<file path="src/rtl/mem_port_arbiter_if.sv">
// Signal bundle joining the fetch requester, the M-stage data requester,
// the port arbiter and the shared word-wide memory port.
interface mem_port_arbiter_if;
    logic        ireq;
    logic [29:0] iaddr;
    logic [31:0] irdata;
    logic        iack;
    logic        ierr;

    logic        dreq;
    logic [29:0] daddr;
    logic [3:0]  dwstb;
    logic [31:0] dwdata;
    logic [31:0] drdata;
    logic        dack;
    logic        derr;

    logic        mreq;
    logic [29:0] maddr;
    logic [3:0]  mwstb;
    logic [31:0] mdatao;
    logic [31:0] mdatai;
    logic        mack;

    // The arbiter is the master of the memory port and answers both requesters.
    modport master (
        input  ireq, iaddr, dreq, daddr, dwstb, dwdata, mdatai, mack,
        output irdata, iack, ierr, drdata, dack, derr, mreq, maddr, mwstb, mdatao
    );

    // Requesters plus memory, seen from the outside of the arbiter.
    modport slave (
        output ireq, iaddr, dreq, daddr, dwstb, dwdata, mdatai, mack,
        input  irdata, iack, ierr, drdata, dack, derr, mreq, maddr, mwstb, mdatao
    );
endinterface

</file>
<file path="src/rtl/mem_port_arbiter.sv">
// Shares one memory port between fetch (I) and data (D): D-priority with a streak
// limit protecting I, one outstanding access, variable latency with timeout abort.
module mem_port_arbiter #(
    parameter int STREAK_MAX = 4,
    parameter int TIMEOUT    = 255,
    parameter int TO_W       = 8
) (
    input logic                clk,
    input logic                rst_n,
    mem_port_arbiter_if.master ifc
);
    localparam int              SW         = $clog2(STREAK_MAX + 1);
    localparam logic [SW-1:0]   STREAK_LIM = SW'(STREAK_MAX);
    localparam bit              TO_EN      = (TIMEOUT != 0);
    localparam logic [TO_W-1:0] TO_LAST    = TO_W'((TIMEOUT > 0) ? TIMEOUT - 1 : 0);

    typedef enum logic [1:0] {IDLE, BUSY_I, BUSY_D} state_e;

    state_e          state_q, state_d;
    logic [SW-1:0]   streak_q, streak_d;
    logic [TO_W-1:0] to_cnt_q, to_cnt_d;
    logic            mreq_q, mreq_d;
    logic [29:0]     maddr_q, maddr_d;
    logic [3:0]      mwstb_q, mwstb_d;
    logic [31:0]     mdatao_q, mdatao_d;
    logic [31:0]     irdata_q, irdata_d;
    logic [31:0]     drdata_q, drdata_d;
    logic            iack_q, iack_d;
    logic            ierr_q, ierr_d;
    logic            dack_q, dack_d;
    logic            derr_q, derr_d;
    logic            i_elig, d_elig;

    always_comb begin
        // A request still held while its own completion pulse is visible is not new.
        i_elig   = ifc.ireq & ~iack_q & ~ierr_q;
        d_elig   = ifc.dreq & ~dack_q & ~derr_q;
        state_d  = state_q;
        streak_d = streak_q;
        to_cnt_d = to_cnt_q;
        mreq_d   = mreq_q;
        maddr_d  = maddr_q;
        mwstb_d  = mwstb_q;
        mdatao_d = mdatao_q;
        irdata_d = irdata_q;
        drdata_d = drdata_q;
        iack_d   = 1'b0;
        ierr_d   = 1'b0;
        dack_d   = 1'b0;
        derr_d   = 1'b0;

        case (state_q)
            IDLE: begin
                if (d_elig && (!i_elig || streak_q < STREAK_LIM)) begin
                    state_d  = BUSY_D;
                    mreq_d   = 1'b1;
                    maddr_d  = ifc.daddr;
                    mwstb_d  = ifc.dwstb;
                    mdatao_d = ifc.dwdata;
                    to_cnt_d = '0;
                    if (!i_elig) begin
                        streak_d = '0;
                    end else if (streak_q != STREAK_LIM) begin
                        streak_d = streak_q + SW'(1);
                    end
                end else if (i_elig) begin
                    state_d  = BUSY_I;
                    mreq_d   = 1'b1;
                    maddr_d  = ifc.iaddr;
                    mwstb_d  = '0;
                    mdatao_d = '0;
                    to_cnt_d = '0;
                    streak_d = '0;
                end
            end
            BUSY_I, BUSY_D: begin
                // A completion arriving in the last allowed cycle beats the abort.
                if (ifc.mack) begin
                    mreq_d  = 1'b0;
                    state_d = IDLE;
                    if (state_q == BUSY_I) begin
                        iack_d   = 1'b1;
                        irdata_d = ifc.mdatai;
                    end else begin
                        dack_d   = 1'b1;
                        drdata_d = ifc.mdatai;
                    end
                end else if (TO_EN && to_cnt_q == TO_LAST) begin
                    mreq_d  = 1'b0;
                    state_d = IDLE;
                    if (state_q == BUSY_I) begin
                        ierr_d = 1'b1;
                    end else begin
                        derr_d = 1'b1;
                    end
                end else begin
                    to_cnt_d = to_cnt_q + TO_W'(1);
                end
            end
            default: state_d = IDLE;
        endcase
    end

    always_ff @(posedge clk or negedge rst_n) begin
        if (!rst_n) begin
            state_q  <= IDLE;
            streak_q <= '0;
            to_cnt_q <= '0;
            mreq_q   <= 1'b0;
            maddr_q  <= '0;
            mwstb_q  <= '0;
            mdatao_q <= '0;
            irdata_q <= '0;
            drdata_q <= '0;
            iack_q   <= 1'b0;
            ierr_q   <= 1'b0;
            dack_q   <= 1'b0;
            derr_q   <= 1'b0;
        end else begin
            state_q  <= state_d;
            streak_q <= streak_d;
            to_cnt_q <= to_cnt_d;
            mreq_q   <= mreq_d;
            maddr_q  <= maddr_d;
            mwstb_q  <= mwstb_d;
            mdatao_q <= mdatao_d;
            irdata_q <= irdata_d;
            drdata_q <= drdata_d;
            iack_q   <= iack_d;
            ierr_q   <= ierr_d;
            dack_q   <= dack_d;
            derr_q   <= derr_d;
        end
    end

    assign ifc.mreq   = mreq_q;
    assign ifc.maddr  = maddr_q;
    assign ifc.mwstb  = mwstb_q;
    assign ifc.mdatao = mdatao_q;
    assign ifc.irdata = irdata_q;
    assign ifc.drdata = drdata_q;
    assign ifc.iack   = iack_q;
    assign ifc.ierr   = ierr_q;
    assign ifc.dack   = dack_q;
    assign ifc.derr   = derr_q;

    // Requesters must keep address/data steady from raising a request until its completion.
    a_i_hold: assert property (@(posedge clk) disable iff (!rst_n)
        ($past(ifc.ireq) && !$past(iack_q) && !$past(ierr_q) && ifc.ireq && !iack_q && !ierr_q)
        |-> (ifc.iaddr == $past(ifc.iaddr)));

    a_d_hold: assert property (@(posedge clk) disable iff (!rst_n)
        ($past(ifc.dreq) && !$past(dack_q) && !$past(derr_q) && ifc.dreq && !dack_q && !derr_q)
        |-> (ifc.daddr == $past(ifc.daddr) && ifc.dwstb == $past(ifc.dwstb)
             && ifc.dwdata == $past(ifc.dwdata)));

    a_one_pulse: assert property (@(posedge clk) disable iff (!rst_n)
        $onehot0({iack_q, ierr_q, dack_q, derr_q}));
endmodule
</file>
<file path="src/flat_wrapper.sv">
// flat-port wrapper written by rule: the top's interface ports become plain ports
module mem_port_arbiter_flat 
#(
    parameter int STREAK_MAX = 4,
    parameter int TIMEOUT    = 255,
    parameter int TO_W       = 8
)
  (clk, rst_n, ifc_ireq, ifc_iaddr, ifc_dreq, ifc_daddr, ifc_dwstb, ifc_dwdata, ifc_mdatai, ifc_mack, ifc_irdata, ifc_iack, ifc_ierr, ifc_drdata, ifc_dack, ifc_derr, ifc_mreq, ifc_maddr, ifc_mwstb, ifc_mdatao);
  mem_port_arbiter_if ifc_i ();
  input logic clk;
  input logic rst_n;
  input wire logic [$bits(ifc_i.ireq)-1:0] ifc_ireq;
  input wire logic [$bits(ifc_i.iaddr)-1:0] ifc_iaddr;
  input wire logic [$bits(ifc_i.dreq)-1:0] ifc_dreq;
  input wire logic [$bits(ifc_i.daddr)-1:0] ifc_daddr;
  input wire logic [$bits(ifc_i.dwstb)-1:0] ifc_dwstb;
  input wire logic [$bits(ifc_i.dwdata)-1:0] ifc_dwdata;
  input wire logic [$bits(ifc_i.mdatai)-1:0] ifc_mdatai;
  input wire logic [$bits(ifc_i.mack)-1:0] ifc_mack;
  output wire logic [$bits(ifc_i.irdata)-1:0] ifc_irdata;
  output wire logic [$bits(ifc_i.iack)-1:0] ifc_iack;
  output wire logic [$bits(ifc_i.ierr)-1:0] ifc_ierr;
  output wire logic [$bits(ifc_i.drdata)-1:0] ifc_drdata;
  output wire logic [$bits(ifc_i.dack)-1:0] ifc_dack;
  output wire logic [$bits(ifc_i.derr)-1:0] ifc_derr;
  output wire logic [$bits(ifc_i.mreq)-1:0] ifc_mreq;
  output wire logic [$bits(ifc_i.maddr)-1:0] ifc_maddr;
  output wire logic [$bits(ifc_i.mwstb)-1:0] ifc_mwstb;
  output wire logic [$bits(ifc_i.mdatao)-1:0] ifc_mdatao;
  assign ifc_i.ireq = ifc_ireq;
  assign ifc_i.iaddr = ifc_iaddr;
  assign ifc_i.dreq = ifc_dreq;
  assign ifc_i.daddr = ifc_daddr;
  assign ifc_i.dwstb = ifc_dwstb;
  assign ifc_i.dwdata = ifc_dwdata;
  assign ifc_i.mdatai = ifc_mdatai;
  assign ifc_i.mack = ifc_mack;
  assign ifc_irdata = ifc_i.irdata;
  assign ifc_iack = ifc_i.iack;
  assign ifc_ierr = ifc_i.ierr;
  assign ifc_drdata = ifc_i.drdata;
  assign ifc_dack = ifc_i.dack;
  assign ifc_derr = ifc_i.derr;
  assign ifc_mreq = ifc_i.mreq;
  assign ifc_maddr = ifc_i.maddr;
  assign ifc_mwstb = ifc_i.mwstb;
  assign ifc_mdatao = ifc_i.mdatao;
  mem_port_arbiter #(.STREAK_MAX(STREAK_MAX), .TIMEOUT(TIMEOUT), .TO_W(TO_W)) u_core (.clk(clk), .rst_n(rst_n), .ifc(ifc_i));
endmodule
</file>
<file path="config.mk">
export PLATFORM = sky130hd
export DESIGN_NAME = mem_port_arbiter_flat
export DESIGN_NICKNAME = d
export VERILOG_FILES = /design/src/rtl/mem_port_arbiter_if.sv /design/src/rtl/mem_port_arbiter.sv /design/src/flat_wrapper.sv
export SDC_FILE = /design/constraint.sdc
export NUM_CORES = 1
export LEC_CHECK = 0
export BUFFER_PORTS_ARGS = -buffer_cell sky130_fd_sc_hd__buf_2
export CELL_PAD_IN_SITES_DETAIL_PLACEMENT = 1
export CELL_PAD_IN_SITES_GLOBAL_PLACEMENT = 2
export CORE_AREA = 2 2 143 145
export CTS_CLUSTER_DIAMETER = 100
export DETAILED_ROUTE_END_ITERATION = 7
export DIE_AREA = 0 0 145 147
export GPL_TIMING_DRIVEN = 0
export HOLD_SLACK_MARGIN = 0.08
export PLACE_DENSITY = 0.85
export SKIP_LAST_GASP = 1
export SLEW_MARGIN = 0
export SYNTH_ARGS = -nofsm -noshare
export SYNTH_HDL_FRONTEND = slang
export SYNTH_SLANG_ARGS = --single-unit
</file>
<file path="constraint.sdc">
create_clock -name clk -period 3.7 [get_ports clk]
set_input_delay 0.37 -clock clk [delete_from_list [all_inputs] [get_ports clk]]
set_output_delay 0.37 -clock clk [all_outputs]
set_load 0.03 [all_outputs]
</file>
* Word level (Yosys, flattened, before mapping)
Index checks and enable logic that the tools add are counted.
** Cells by class
- Add/subtract/negate cells :: 2
- Reduce and logical (&&, ||, !) cells :: 14
- Multiplexer cells :: 37
- Equality and inequality tests :: 9
- Order comparisons :: 1
- Bitwise logic cells :: 9
** Operators by type and width (count)
- two-way mux 32 bit :: 2
- two-way mux 30 bit :: 2
- two-way mux 8 bit :: 4
- two-way mux 1 bit :: 16
- case mux 8 bit (2 select lines) :: 1
- two-way mux 3 bit :: 4
- AND reduction 3 bit :: 4
- adder 8 x 1 -> 8 bit, second input constant :: 1
- equality test 8 bit, second input constant :: 1
- two-way mux 2 bit :: 4
- two-way mux 4 bit :: 2
- inequality test 3 bit, second input constant :: 2
- NOT 1 bit :: 5
- bitwise AND 1 bit :: 4
- inequality test 2 bit, second input constant :: 2
- case mux 2 bit (2 select lines) :: 1
- AND reduction 2 bit :: 2
- AND reduction 4 bit :: 1
- nonzero test 2 bit :: 2
- adder 3 x 1 -> 3 bit, second input constant :: 1
- less-than comparator 3 bit, second input constant :: 1
- inequality test 3 x 1 -> 1 bit, second input constant :: 1
- inequality test 3 x 2 -> 1 bit, second input constant :: 1
- equality test 2 x 1 -> 1 bit, second input constant :: 1
- other kinds (7) :: 7
** Word-level totals
- Word-level logic and storage cells :: 85
- Register bits :: 148
- Input bits :: 133

* Longest topological paths before layout
- Depth after elaboration :: 8
- Depth in mapped cells :: 8

* Worst setup path before layout
Ideal clock, no wire load.
- Path type :: reg2reg
- Start point :: register u_core.state_q[0]
- End point :: register u_core.to_cnt_q[5]
- Arrival :: 1.853 ns
- Library setup time :: 0.126 ns
- Required time :: 3.574 ns
- Path buffers :: 1
- Setup slack :: 1.721 ns
- Stages on the path, launching flop included :: 9
- Clock period less this slack :: 1.979 ns
- Cell sequence :: dfrtp_1 > inv_1 > ha_1 > and2b_2 > o21a_1 > buf_4 > nand4_2 > mux2_1 > a221o_1
** On the way
- Cells in the longest elaborated chain, start to end :: 4
- Elaborated cells on any way between the ends :: 10
** RTL lines
- start: declaration :: RTL line mem_port_arbiter.sv:19 : state_e state_q, state_d;
- start signal: assignment :: RTL line mem_port_arbiter.sv:120 : state_q <= state_d;
- equality test 2 bit or equality test 2 x 1 -> 1 bit (tied branches) :: RTL line mem_port_arbiter.sv:52 : case (state_q)
- OR reduction 2 bit :: RTL line mem_port_arbiter.sv:52
- inequality test 2 bit (no source line) or nonzero test 2 bit (tied branches)
- AND reduction 4 bit (no source line)
- end signal: assignment :: RTL line mem_port_arbiter.sv:122 : to_cnt_q <= to_cnt_d;
- end: declaration :: RTL line mem_port_arbiter.sv:21 : logic [TO_W-1:0] to_cnt_q, to_cnt_d;
Parallel ways exist; a longest one is shown, timed or not.
A chain may end at the register's enable or synchronous reset.

* Final worst setup path
- Start point :: register u_core.state_q[0]
- End point :: register u_core.irdata_q[26], in the netlist u_core.ifc.irdata[26]
** On the way
- Cells in the longest elaborated chain, start to end :: 3
- Elaborated cells on any way between the ends :: 4
** RTL lines
- equality test 2 bit or equality test 2 x 1 -> 1 bit (tied branches) :: RTL line mem_port_arbiter.sv:52, mem_port_arbiter.sv:81
- OR reduction 2 bit :: RTL line mem_port_arbiter.sv:52
- AND reduction 3 bit (no source line) *
- end signal: assignment :: RTL line mem_port_arbiter.sv:127 : irdata_q <= irdata_d;
- end: declaration :: RTL line mem_port_arbiter.sv:26 : logic [31:0] irdata_q, irdata_d;
Every way passes the cells marked *; elsewhere a longest branch is shown, timed or not.

==> impl_metrics.py <==
metrics = {
    "job": {
        "cap_violations": 0,
    },
    "yosys": {
        "async_reset_ff_share_pct": 100,
        "ys_warn_count": 0,
        "ys_ff_latch": 148,
        "synth.net_count": 665,
        "synth_cells": 525,
        "avgSynthCellArea_sq_um": 11.5,
        "yosysUniqueCellTypes": 41,
        "synth-edff-count": 0,
        "synth-main-ff-cell": "dfrtp_1",
        "ys_seq_area_share_pct": 61.2,
        "synthesis.area_sq_mm": 0.00605,
    },
    "global_routing": {
        "antenna_found_initial": 0,
        "grt_max_degree": 95,
        "grt_use_total_pct": 17.6,
        "grt-ovfl-total": 0,
        "grt_pass1_wl_um": 29800,
        "grt_pass1_vias": 5491,
    },
    "final_layout": {
        "utilization_pct": 41.9,
        "syn_to_final_growth_pct": 37.6,
        "nets": 953,
        "mostFrequentLayoutCells": "buf_2, dfrtp_1, nand2_1",
        "fill_cells": 2299,
        "final_common_cell": "buf_2",
        "finalInstanceArea_sq_mm": 0.00832,
        "antenna_cells": 0,
        "drive_gt1_share_pct": 42.3,
    },
    "pwr": {
        "power.density_mw_per_mm2": 976,
        "p_leak_nw": 4.43,
        "ir_drop_mv": 0.403,
        "total_power_mw": 8.12,
    },
    "placed_design": {
        "gp_congestion": 0.739,
        "hpwl_um": 14000,
        "placed_cell_area_sq_mm": 0.00776,
        "dp_slack_ns": 1.30,
        "port-buffer-count": 267,
    },
    "die": {
        "fp.dieW_um": 145,
        "num_rows": 52,
        "dieArea_sq_mm": 0.0213,
        "die_height_um": 147,
        "start_util_pct": 30.5,
        "core_area_sq_mm": 0.0198,
        "io_pins": 268,
    },
    "route": {
        "final_antenna_net_count": 0,
        "routed_wl_um": 18200,
        "avgRoutedWirePerCell_um": 16.6,
        "vias": 5080,
        "drt-pass1-iter-count": 4,
        "drc_errors": 0,
        "detail_route.vias_per_cell": 4.64,
        "drt-initial-drc-count": 147,
    },
    "min_path": {
        "min_path_cells": 3,
        "hold_start": "ifc_mdatai[20]",
        "hold_path_class": "primary input to flop",
        "hold_end": "u_core.ifc.drdata[20]",
    },
    "timing": {
        "fin_crit_ns": 2.31,
        "finalSetupViolCount": 0,
        "fin_skew_ns": 0.0101,
        "maxSlewHeadroom_pct": 61.3,
        "slew_viol_final": 0,
        "layout_setup_ws_ns": 1.39,
        "fmax_ghz": 0.434,
        "finalCritPeriodShare_pct": 62.3,
        "grt_setup_unrepaired": "false",
        "finalHoldViolCount": 0,
        "worstMarginPinSlew_ns": 0.581,
    },
    "worst_setup_path": {
        "crit_fanout": 10,
        "critPathCaptureType": "flop",
        "crit_required_ns": 4.00,
        "rr_worst_depth": 6,
        "worstSetupPathType": "flop to flop",
        "critPathLaunchType": "flop",
        "arrival_ns": 2.61,
        "r2r_slack_ns": 1.39,
        "r2r-end": "u_core.ifc.irdata[26]",
        "r2r-start": "u_core.state_q[0]",
    },
    "clock_tree": {
        "cts.clk_slew.worst_paths_ns": 0.07,
        "cts_buffers": 17,
        "clock_path_buffers": 2,
        "cts_sinks": 148,
        "root_buffer": "clkbuf_16",
        "cts_hold_buf": 1,
        "cts_resized": 0,
        "postCtsSetupBuffers": 0,
        "clkLatencyLatePin_ns": 0.42,
        "htreeDepth": 4,
        "cts_tree": "done",
    },
    "outcome": {
        "status": "finished clean",
    },
}
## state kept, by name, summed over array words and instances (netlist names)
name,flops
u_core.ifc.dack,1
u_core.ifc.derr,1
u_core.ifc.drdata,32
u_core.ifc.iack,1
u_core.ifc.ierr,1
u_core.ifc.irdata,32
u_core.ifc.maddr,30
u_core.ifc.mdatao,32
u_core.ifc.mreq,1
u_core.ifc.mwstb,4
u_core.state_q,2
u_core.streak_q,3
u_core.to_cnt_q,8
## Yosys cell counts, types with 3 or more instances
cell type | number | area share (%)
o21ai_1 | 8 | 0.66
and3_1 | 4 | 0.41
a22o_1 | 36 | 5.2
nand3_1 | 6 | 0.50
inv_1 | 10 | 0.62
nor3_1 | 3 | 0.25
ha_1 | 7 | 1.4
clkbuf_1 | 18 | 1.1
a21oi_1 | 6 | 0.50
o21ai_0 | 31 | 2.6
dfrtp_1 | 148 | 61
o31ai_1 | 5 | 0.62
nand4_1 | 5 | 0.52
nor2_1 | 3 | 0.19
mux2_2 | 33 | 6.1
buf_2 | 7 | 0.58
mux2i_1 | 30 | 5.0
buf_6 | 3 | 0.56
nand2_1 | 138 | 8.6
## per-layer routing
layer,global-route usage [%],up-vias,wire (um)
met4,5.54,0,282
li1,-,2406,-
met5,0,-,0
met1,21.3,2463,7620
met2,29.0,191,8730
met3,7.02,20,1620
## power breakdown
group	internal [mW]	switching, mW
Clock	0.894	0.742
Sequential	2.32	0.354
Combinational	1.17	2.65
## worst max path at each step
stage,from,depth (start not counted),endpoint
after detailed placement,u_core.state_q[0],6,u_core.ifc.irdata[26]
after global placement,rst_n,1,u_core.ifc.drdata[22]
final,u_core.state_q[0],6,u_core.ifc.irdata[26]
after floorplan,u_core.state_q[0],8,u_core.to_cnt_q[5]
after global routing,u_core.state_q[0],6,u_core.ifc.irdata[25]
after CTS,u_core.state_q[0],6,u_core.ifc.irdata[25]
## worst max-delay path: stages, from the launching register on
cell      delay [ns]
dfrtp_1         0.42
inv_1           0.06
ha_1            0.32
buf_2           0.20
nand3_1         0.28
clkbuf_1        0.50
mux2_2          0.40
## area by class of cell
cell class	instances	area (sq um)	area share (%)
clock buffer	18	439	5.28
timing repair buffer	269	1380	16.6
inverter	10	37.5	0.451
buffer	30	148	1.77
sequential	148	3700	44.5
tap	270	338	4.06
clock inverter	14	119	1.43
multi-input combinational	337	2160	25.9
## cells by family (layout without fill, tap and decap cells)
| family | after synthesis | count (layout) | share of synthesized area, % |
|---|---|---|---|
| and+or+nand+nor | 170 | 170 | 12.0 |
| DFF | 148 | 148 | 61.2 |
| AOI/OAI and AO/OA | 96 | 96 | 11.0 |
| muxes | 64 | 64 | 11.3 |
| buffers and inverters | 40 | 341 | 3.06 |
| adders and majority gates | 7 | 7 | 1.45 |
## through the flow
step,TNS (ns),hold slack [ns],std cells
after floorplan,0,0.0744,525
after global placement,-12.79,0.452,1062
after detailed placement,0,0.363,1063
after CTS,0,0.132,1096
after global routing,0,0.144,1096
final,0,0.152,1096
Note: power is estimated with default switching activity, not from simulation.
